[src/rtl/jtbubl_pkg.sv]
// Shared definitions for the main-CPU side of the main<->sound mailbox.
package jtbubl_pkg;

   localparam logic [1:0] SNDIF_CMD  = 2'd0;
   localparam logic [1:0] SNDIF_STAT = 2'd1;
   localparam logic [1:0] SNDIF_RST  = 2'd2;
   localparam logic [1:0] SNDIF_IRQ  = 2'd3;

   typedef enum logic [1:0] {
      HOLD    = 2'd0,
      RELEASE = 2'd1,
      RUN     = 2'd2
   } sndif_state_t;

endpackage

[src/rtl/jtbubl_main_sndif_if.sv]
// CPU-bus and sound-side signals of the mailbox; slave = mailbox, master = CPU/sound side.
interface jtbubl_main_sndif_if;
   logic       cen;
   logic       cs;
   logic [1:0] addr;
   logic       wr_n;
   logic       rd_n;
   logic [7:0] cpu_dout;
   logic [7:0] dout;
   logic [7:0] snd_latch;
   logic       snd_stb;
   logic       snd_flag;
   logic [7:0] main_latch;
   logic       main_stb;
   logic       main_flag;
   logic       irq_n;
   logic       rstn;

   modport slave (
      input  cen, cs, addr, wr_n, rd_n, cpu_dout, snd_flag, main_latch, main_stb,
      output dout, snd_latch, snd_stb, main_flag, irq_n, rstn
   );

   modport master (
      output cen, cs, addr, wr_n, rd_n, cpu_dout, snd_flag, main_latch, main_stb,
      input  dout, snd_latch, snd_stb, main_flag, irq_n, rstn
   );
endinterface

[src/rtl/jtbubl_sndif_fifo.sv]
// Small synchronous FIFO for sound-CPU reply bytes; caller guarantees no push when full
// (unless popping) and no pop when empty.
module jtbubl_sndif_fifo #(
   parameter int unsigned AW = 2,
   parameter int unsigned DW = 8
)(
   input  logic          clk,
   input  logic          rst,
   input  logic          i_push,
   input  logic          i_pop,
   input  logic          i_flush,
   input  logic [DW-1:0] i_data,
   output logic [DW-1:0] o_data,
   output logic          o_empty,
   output logic          o_full,
   output logic [AW:0]   o_cnt
);
   localparam int unsigned DEPTH = 1 << AW;
   localparam int unsigned CW    = AW + 1;

   logic [DW-1:0] r_mem [DEPTH];
   logic [AW-1:0] r_wp;
   logic [AW-1:0] r_rp;
   logic [CW-1:0] r_cnt;

   always_ff @(posedge clk) begin
      if (i_push && !i_flush) r_mem[r_wp] <= i_data;
   end

   always_ff @(posedge clk or posedge rst) begin
      if (rst) begin
         r_wp  <= '0;
         r_rp  <= '0;
         r_cnt <= '0;
      end else if (i_flush) begin
         r_wp  <= '0;
         r_rp  <= '0;
         r_cnt <= '0;
      end else begin
         if (i_push) r_wp <= r_wp + AW'(1);
         if (i_pop)  r_rp <= r_rp + AW'(1);
         r_cnt <= r_cnt + CW'(i_push) - CW'(i_pop);
      end
   end

   assign o_data  = r_mem[r_rp];
   assign o_empty = (r_cnt == '0);
   assign o_full  = (r_cnt == CW'(DEPTH));
   assign o_cnt   = r_cnt;
endmodule

[src/rtl/jtbubl_main_sndif.sv]
// Main-CPU end of the main<->sound mailbox: command latch, reply capture and sound reset sequencer.
// Define JTBUBL_SNDFIFO_EN for a 2**FIFO_AW deep reply FIFO instead of a single reply register.
module jtbubl_main_sndif
   import jtbubl_pkg::*;
#(
   parameter int unsigned RST_HOLD = 16,
   parameter int unsigned FIFO_AW  = 2
)(
   input  logic                 clk,
   input  logic                 rst,
   jtbubl_main_sndif_if.slave   bus
);
   localparam int unsigned CNT_W = FIFO_AW + 1;
   localparam int unsigned CW    = $clog2(RST_HOLD + 1);

   sndif_state_t  r_state;
   logic [CW-1:0] r_count;
   logic          r_rstn;
   logic          r_wr_prev, r_rd_prev, r_stb_prev;
   logic [7:0]    r_snd_latch, r_dout;
   logic          r_snd_stb, r_main_flag, r_irq_n, r_irq_en, r_ovf;

   logic             w_wr, w_rd, w_wr_acc, w_rd_acc;
   logic             w_hold_req, w_rel_req, w_flush;
   logic             w_push, w_push_ok, w_pop, w_ovf_set;
   logic             w_full, w_empty, w_flag_nxt, w_irq_en_nxt, w_stat_rd;
   logic [CNT_W-1:0] w_cnt, w_cnt_nxt;
   logic [7:0]       w_head;

   // Each access acts once, on the first clock its strobe is seen low
   assign w_wr     = bus.cs & ~bus.wr_n;
   assign w_rd     = bus.cs & ~bus.rd_n;
   assign w_wr_acc = w_wr & ~r_wr_prev;
   assign w_rd_acc = w_rd & ~r_rd_prev;

   assign w_hold_req = w_wr_acc && (bus.addr == SNDIF_RST) && !bus.cpu_dout[0];
   assign w_rel_req  = w_wr_acc && (bus.addr == SNDIF_RST) &&  bus.cpu_dout[0];
   assign w_stat_rd  = w_rd_acc && (bus.addr == SNDIF_STAT);
   assign w_irq_en_nxt = (w_wr_acc && (bus.addr == SNDIF_IRQ)) ? bus.cpu_dout[0] : r_irq_en;

   // The reply path is held empty while the sound CPU is in reset
   assign w_flush   = ~r_rstn | w_hold_req;
   assign w_push    = bus.main_stb & ~r_stb_prev & ~w_flush;
   assign w_pop     = w_rd_acc && (bus.addr == SNDIF_CMD) && !w_empty && !w_flush;
   assign w_push_ok = w_push & (~w_full | w_pop);
   assign w_ovf_set = w_push & w_full & ~w_pop;
   assign w_cnt_nxt = w_flush ? '0 : (w_cnt + CNT_W'(w_push_ok) - CNT_W'(w_pop));
   assign w_flag_nxt = (w_cnt_nxt != '0);

`ifdef JTBUBL_SNDFIFO_EN
   jtbubl_sndif_fifo #(.AW(FIFO_AW), .DW(8)) u_fifo (
      .clk     (clk),
      .rst     (rst),
      .i_push  (w_push_ok),
      .i_pop   (w_pop),
      .i_flush (w_flush),
      .i_data  (bus.main_latch),
      .o_data  (w_head),
      .o_empty (w_empty),
      .o_full  (w_full),
      .o_cnt   (w_cnt)
   );
`else
   logic [7:0] r_reply;
   logic       r_valid;

   // Single reply slot: an unread reply is overwritten by a newer one
   always_ff @(posedge clk or posedge rst) begin
      if (rst) begin
         r_reply <= 8'h00;
         r_valid <= 1'b0;
      end else begin
         if (w_push) r_reply <= bus.main_latch;
         r_valid <= w_flag_nxt;
      end
   end

   assign w_head  = r_reply;
   assign w_empty = ~r_valid;
   assign w_full  = r_valid;
   assign w_cnt   = CNT_W'(r_valid);
`endif

   always_ff @(posedge clk or posedge rst) begin
      if (rst) begin
         r_state     <= HOLD;
         r_count     <= CW'(RST_HOLD);
         r_rstn      <= 1'b0;
         r_wr_prev   <= 1'b0;
         r_rd_prev   <= 1'b0;
         r_stb_prev  <= 1'b0;
         r_snd_latch <= 8'h00;
         r_snd_stb   <= 1'b0;
         r_dout      <= 8'hff;
         r_main_flag <= 1'b0;
         r_irq_en    <= 1'b0;
         r_irq_n     <= 1'b1;
         r_ovf       <= 1'b0;
      end else begin
         r_wr_prev   <= w_wr;
         r_rd_prev   <= w_rd;
         r_stb_prev  <= bus.main_stb;
         r_snd_stb   <= 1'b0;
         r_irq_en    <= w_irq_en_nxt;
         r_main_flag <= w_flag_nxt;
         r_irq_n     <= ~(w_flag_nxt & w_irq_en_nxt);
         r_ovf       <= (r_ovf & ~w_stat_rd) | w_ovf_set;

         if (w_wr_acc && (bus.addr == SNDIF_CMD)) begin
            r_snd_latch <= bus.cpu_dout;
            r_snd_stb   <= 1'b1;
         end

         if (w_rd_acc) begin
            case (bus.addr)
               SNDIF_CMD:  r_dout <= w_pop ? w_head : 8'hff;
               SNDIF_STAT: r_dout <= {r_ovf, 5'h1f, ~bus.snd_flag, r_main_flag};
               default:    r_dout <= 8'hff;
            endcase
         end

         // Sound reset sequencer
         case (r_state)
            HOLD: begin
               if (w_rel_req) begin
                  r_state <= RELEASE;
                  r_count <= CW'(RST_HOLD);
               end
            end
            RELEASE: begin
               if (w_hold_req) begin
                  r_state <= HOLD;
               end else if (bus.cen) begin
                  r_count <= r_count - CW'(1);
                  if (r_count == CW'(1)) begin
                     r_state <= RUN;
                     r_rstn  <= 1'b1;
                  end
               end
            end
            RUN: begin
               if (w_hold_req) begin
                  r_state <= HOLD;
                  r_rstn  <= 1'b0;
               end
            end
            default: begin
               r_state <= HOLD;
               r_rstn  <= 1'b0;
            end
         endcase
      end
   end

   assign bus.dout      = r_dout;
   assign bus.snd_latch = r_snd_latch;
   assign bus.snd_stb   = r_snd_stb;
   assign bus.main_flag = r_main_flag;
   assign bus.irq_n     = r_irq_n;
   assign bus.rstn      = r_rstn;
endmodule

[src/flat_wrapper.sv]
// flat-port wrapper written by rule: the top's interface ports become plain ports
module jtbubl_main_sndif_flat import jtbubl_pkg::*;
#(
   parameter int unsigned RST_HOLD = 16,
   parameter int unsigned FIFO_AW  = 2
)
  (clk, rst, bus_cen, bus_cs, bus_addr, bus_wr_n, bus_rd_n, bus_cpu_dout, bus_snd_flag, bus_main_latch, bus_main_stb, bus_dout, bus_snd_latch, bus_snd_stb, bus_main_flag, bus_irq_n, bus_rstn);
  jtbubl_main_sndif_if bus_i ();
  input  logic clk;
  input  logic rst;
  input wire logic [$bits(bus_i.cen)-1:0] bus_cen;
  input wire logic [$bits(bus_i.cs)-1:0] bus_cs;
  input wire logic [$bits(bus_i.addr)-1:0] bus_addr;
  input wire logic [$bits(bus_i.wr_n)-1:0] bus_wr_n;
  input wire logic [$bits(bus_i.rd_n)-1:0] bus_rd_n;
  input wire logic [$bits(bus_i.cpu_dout)-1:0] bus_cpu_dout;
  input wire logic [$bits(bus_i.snd_flag)-1:0] bus_snd_flag;
  input wire logic [$bits(bus_i.main_latch)-1:0] bus_main_latch;
  input wire logic [$bits(bus_i.main_stb)-1:0] bus_main_stb;
  output wire logic [$bits(bus_i.dout)-1:0] bus_dout;
  output wire logic [$bits(bus_i.snd_latch)-1:0] bus_snd_latch;
  output wire logic [$bits(bus_i.snd_stb)-1:0] bus_snd_stb;
  output wire logic [$bits(bus_i.main_flag)-1:0] bus_main_flag;
  output wire logic [$bits(bus_i.irq_n)-1:0] bus_irq_n;
  output wire logic [$bits(bus_i.rstn)-1:0] bus_rstn;
  assign bus_i.cen = bus_cen;
  assign bus_i.cs = bus_cs;
  assign bus_i.addr = bus_addr;
  assign bus_i.wr_n = bus_wr_n;
  assign bus_i.rd_n = bus_rd_n;
  assign bus_i.cpu_dout = bus_cpu_dout;
  assign bus_i.snd_flag = bus_snd_flag;
  assign bus_i.main_latch = bus_main_latch;
  assign bus_i.main_stb = bus_main_stb;
  assign bus_dout = bus_i.dout;
  assign bus_snd_latch = bus_i.snd_latch;
  assign bus_snd_stb = bus_i.snd_stb;
  assign bus_main_flag = bus_i.main_flag;
  assign bus_irq_n = bus_i.irq_n;
  assign bus_rstn = bus_i.rstn;
  jtbubl_main_sndif #(.RST_HOLD(RST_HOLD), .FIFO_AW(FIFO_AW)) u_core (.clk(clk), .rst(rst), .bus(bus_i));
endmodule
[config.mk]
export PLATFORM = sky130hd
export DESIGN_NAME = jtbubl_main_sndif_flat
export DESIGN_NICKNAME = d
export VERILOG_FILES = /design/src/rtl/jtbubl_pkg.sv /design/src/rtl/jtbubl_main_sndif_if.sv /design/src/rtl/jtbubl_sndif_fifo.sv /design/src/rtl/jtbubl_main_sndif.sv /design/src/flat_wrapper.sv
export SDC_FILE = /design/constraint.sdc
export NUM_CORES = 1
export LEC_CHECK = 0
export CAP_MARGIN = 30
export CORE_UTILIZATION = 50
export CTS_CLUSTER_DIAMETER = 200
export DETAILED_ROUTE_END_ITERATION = 10
export PLACE_DENSITY = 0.94
export RECOVER_POWER = 100
export SYNTH_ARGS = -nofsm -noshare
export SYNTH_HDL_FRONTEND = slang
export SYNTH_SLANG_ARGS = --single-unit
export TNS_END_PERCENT = 20
[constraint.sdc]
create_clock -name clk -period 3.9 [get_ports clk]
set_input_delay 0.39 -clock clk [delete_from_list [all_inputs] [get_ports clk]]
set_output_delay 0.39 -clock clk [all_outputs]
set_load 0.05 [all_outputs]
==> impl_metrics.toml <==
[logic_synthesis]
syn_inst = 138
synth_area_leader_cell = "dfrtp_1"
synth_area_mm2 = 0.00178
yosys-top-cells-count = "dfrtp_1, mux2_2, dfstp_2, inv_1"
synth_flop_cell = "dfrtp_1"
synth-async-reset-ratio_pct = 100
synth_edf_count = 0
ys_ff_latch = 40
syn_area_per_cell_um2 = 12.9
yosys_warnings = 0
synth_top_cell_area_share_pct = 42.3
synth_most_common_cell = "dfrtp_1"
syn_nets = 169
ys_seq_area_share_pct = 57.1
synth_area_leaders = "dfrtp_1, dfstp_2, mux2_2"
yosysUniqueCellTypes = 36

[sta]
slew_violations = 0
worstMarginPinSlew_ns = 0.959
setup_slack_ns = 1.05
slew_headroom_pct = 36.1
setup_tns_ns = 0
fin_crit_sh_pct = 73.0
clock_skew_ns = 0.00418
fin_crit_ns = 2.85
grt_setup_unrepaired = "false"
fmax_mhz = 351
setup_viol = 0
hold_viol_final = 0

[global_routing]
gr-usage-all-layers_pct = 20.7
gr-total-overflow = 0
grt_pass1_wl_um = 5530
grt_pass1_vias = 1231
antenna_found_initial = 0
grt_start_max_net_pins = 20

[cts]
numCtsBuffers = 5
cts_resized = 0
clkTransAtPathRegs_ns = 0.11
clock-sinks = 40
post_cts_buffers = 0
postCtsHoldBufs = 0
clockBufferDepth = 2
root_buffer = "clkbuf_4"
cts_tree = "yes"
h-tree-depth = 2
clk_latency_ns = 0.33

[worst_setup_path]
reg2reg_depth = 10
reg2reg_to = "u_core.bus.irq_n$_DFF_PP1_"
worstPathArrival_ns = 3.13
cpMostUsedCell = "ha_1"
cp_slowest_cell = "dlygate4sd3_1"
cpPeakStageDelay_ns = 0.58
crit_family = "simple AND/OR/NAND/NOR gates"
cp_cell_sequence = "dlygate4sd3_1, nor3b_4, nand4_1, a21oi_1, ha_1, inv_1, ha_1, ha_1, nand3b_1, and3_1, nand2_1"
r2r_slack_ns = 1.30
endpoint_kind = "register"
crit_buf_inv = 2
cp_max_fo = 11
critPathKind = "in2reg"
crit_required_ns = 4.18
start_kind = "input port"
r2r_start = "u_core.r_rd_prev$_DFF_PP0_"

[pwr]
p_per_area_mw_per_mm2 = 517
ir_drop_v = 0.000377
total_leakage_power_nw = 1.02

[placed_design]
gp_congestion = 0.849
numPortBuffers = 45
place_ws_ns = 0.904
placedInstanceArea_mm2 = 0.00229
detailed_place_hpwl_um = 2700

[die]
coreArea_mm2 = 0.00336
die_h_um = 61.6
die_area_mm2 = 0.00379
fp.dieW_um = 61.6
initial_core_util_pct = 52.8
rows = 21
ios = 46

[cells_and_area]
fin_area_mm2 = 0.00228
diodes = 0
register_area_mm2 = 0.00101
drive_gt1_share_pct = 18.1
finalNetCount = 219
multi_input_area_um2 = 668
num-fill-cells = 271
area_delta_synth_final_pct = 28.3

[route]
wl_um = 3510
ant_nets = 0
wl_per_cell_um = 15.0
dr.pass1.iters = 4
dr.first_iter.drc_count = 70
vias_per_cell = 5.41
drc_errors = 0
vias = 1266

[min_path]
hp-class = "in2async"

[run]
max_cap_violations = 0

[outcome]
status = "complete, no violations"
==> state kept, by name (all words and copies together), names as in the netlist <==
register / cells
u_core.bus.dout: 8
u_core.bus.snd_latch: 8
u_core.r_reply: 8
u_core.r_count: 5
u_core.r_state: 2
u_core.bus.irq_n: 1
u_core.bus.rstn: 1
u_core.bus.snd_stb: 1
u_core.r_irq_en: 1
u_core.r_ovf: 1
u_core.r_rd_prev: 1
u_core.r_stb_prev: 1
u_core.r_valid: 1
u_core.r_wr_prev: 1
==> placed cells by master (no fill, tap or decap), types with 5 or more instances in the layout <==
cell type	count
clkdlybuf4s50_1	21
dfstp_2	10
dfrtp_1	30
dlygate4sd3_1	24
o22a_1	5
nand2_1	8
nor2_1	8
ha_1	5
clkbuf_4	5
mux2_2	17
inv_1	9
a21oi_1	6
==> cells by family (layout without fill, tap and decap cells) <==
group | after synthesis | in the layout | synth area share [%]
DFF | 40 | 40 | 57.1
muxes | 19 | 19 | 11.9
adders and majority gates | 5 | 5 | 3.52
and+or+nand+nor | 39 | 39 | 15.2
buffers and inverters | 13 | 63 | 3.24
AOI/OAI and AO/OA | 22 | 22 | 9.09
==> power breakdown <==
group / internal, mW / switching [mW] / total, mW / leakage (nW)
Clock: 0.0665 / 0.125 / 0.191 / 0.0281
Sequential: 0.521 / 0.0796 / 0.601 / 0.489
Combinational: 0.171 / 0.213 / 0.384 / 0.503
==> per-layer routing <==
| layer | global-route usage [%] | vias to the layer above | part of all wire [%] |
|---|---|---|---|
| li1 | - | 596 | - |
| met1 | 23.8 | 624 | 41 |
| met2 | 35.0 | 44 | 52 |
| met3 | 7.35 | 2 | 6.6 |
| met4 | 8.89 | 0 | 0.66 |
| met5 | 0 | - | 0 |
==> how the worst max path moves through the flow <==
stage | start | end | cells past startpoint | slack (ns)
after floorplan | bus_wr_n | u_core.r_valid$_DFF_PP0_ | 10 | 1.70
after detailed placement | bus_cs | u_core.bus.irq_n$_DFF_PP1_ | 11 | 0.90
final | bus_cs | u_core.bus.irq_n$_DFF_PP1_ | 11 | 1.05
after global routing | bus_cs | u_core.bus.irq_n$_DFF_PP1_ | 11 | 0.87
after global placement | bus_cs | u_core.bus.irq_n$_DFF_PP1_ | 11 | 1.06
after CTS | bus_cs | u_core.bus.irq_n$_DFF_PP1_ | 11 | 1.28
==> through the flow <==
stage / util, % / total power [mW] / hold slack, ns / cells
2_1_floorplan: - / 0.869 / 0.421 / 138
3_3_place_gp: 67.4 / 0.985 / 0.465 / 226
3_5_place_dp: 68.2 / 1.02 / 0.477 / 227
4_1_cts: 69.6 / 1.21 / 0.377 / 234
5_1_grt: 67.7 / 1.25 / 0.500 / 234
6_report: 67.7 / 1.18 / 0.471 / 234
==> final cells by class <==
| cell class | count | area share, % |
|---|---|---|
| Timing Repair Buffer | 47 | 20.1 |
| Sequential cell | 40 | 44.5 |
| Clock buffer | 6 | 1.81 |
| Tap cell | 46 | 2.53 |
| Clock inverter | 1 | 0.220 |
| Multi-Input combinational cell | 85 | 29.3 |
| Inverter | 9 | 1.48 |
Note: power is estimated with default switching activity, not from simulation.
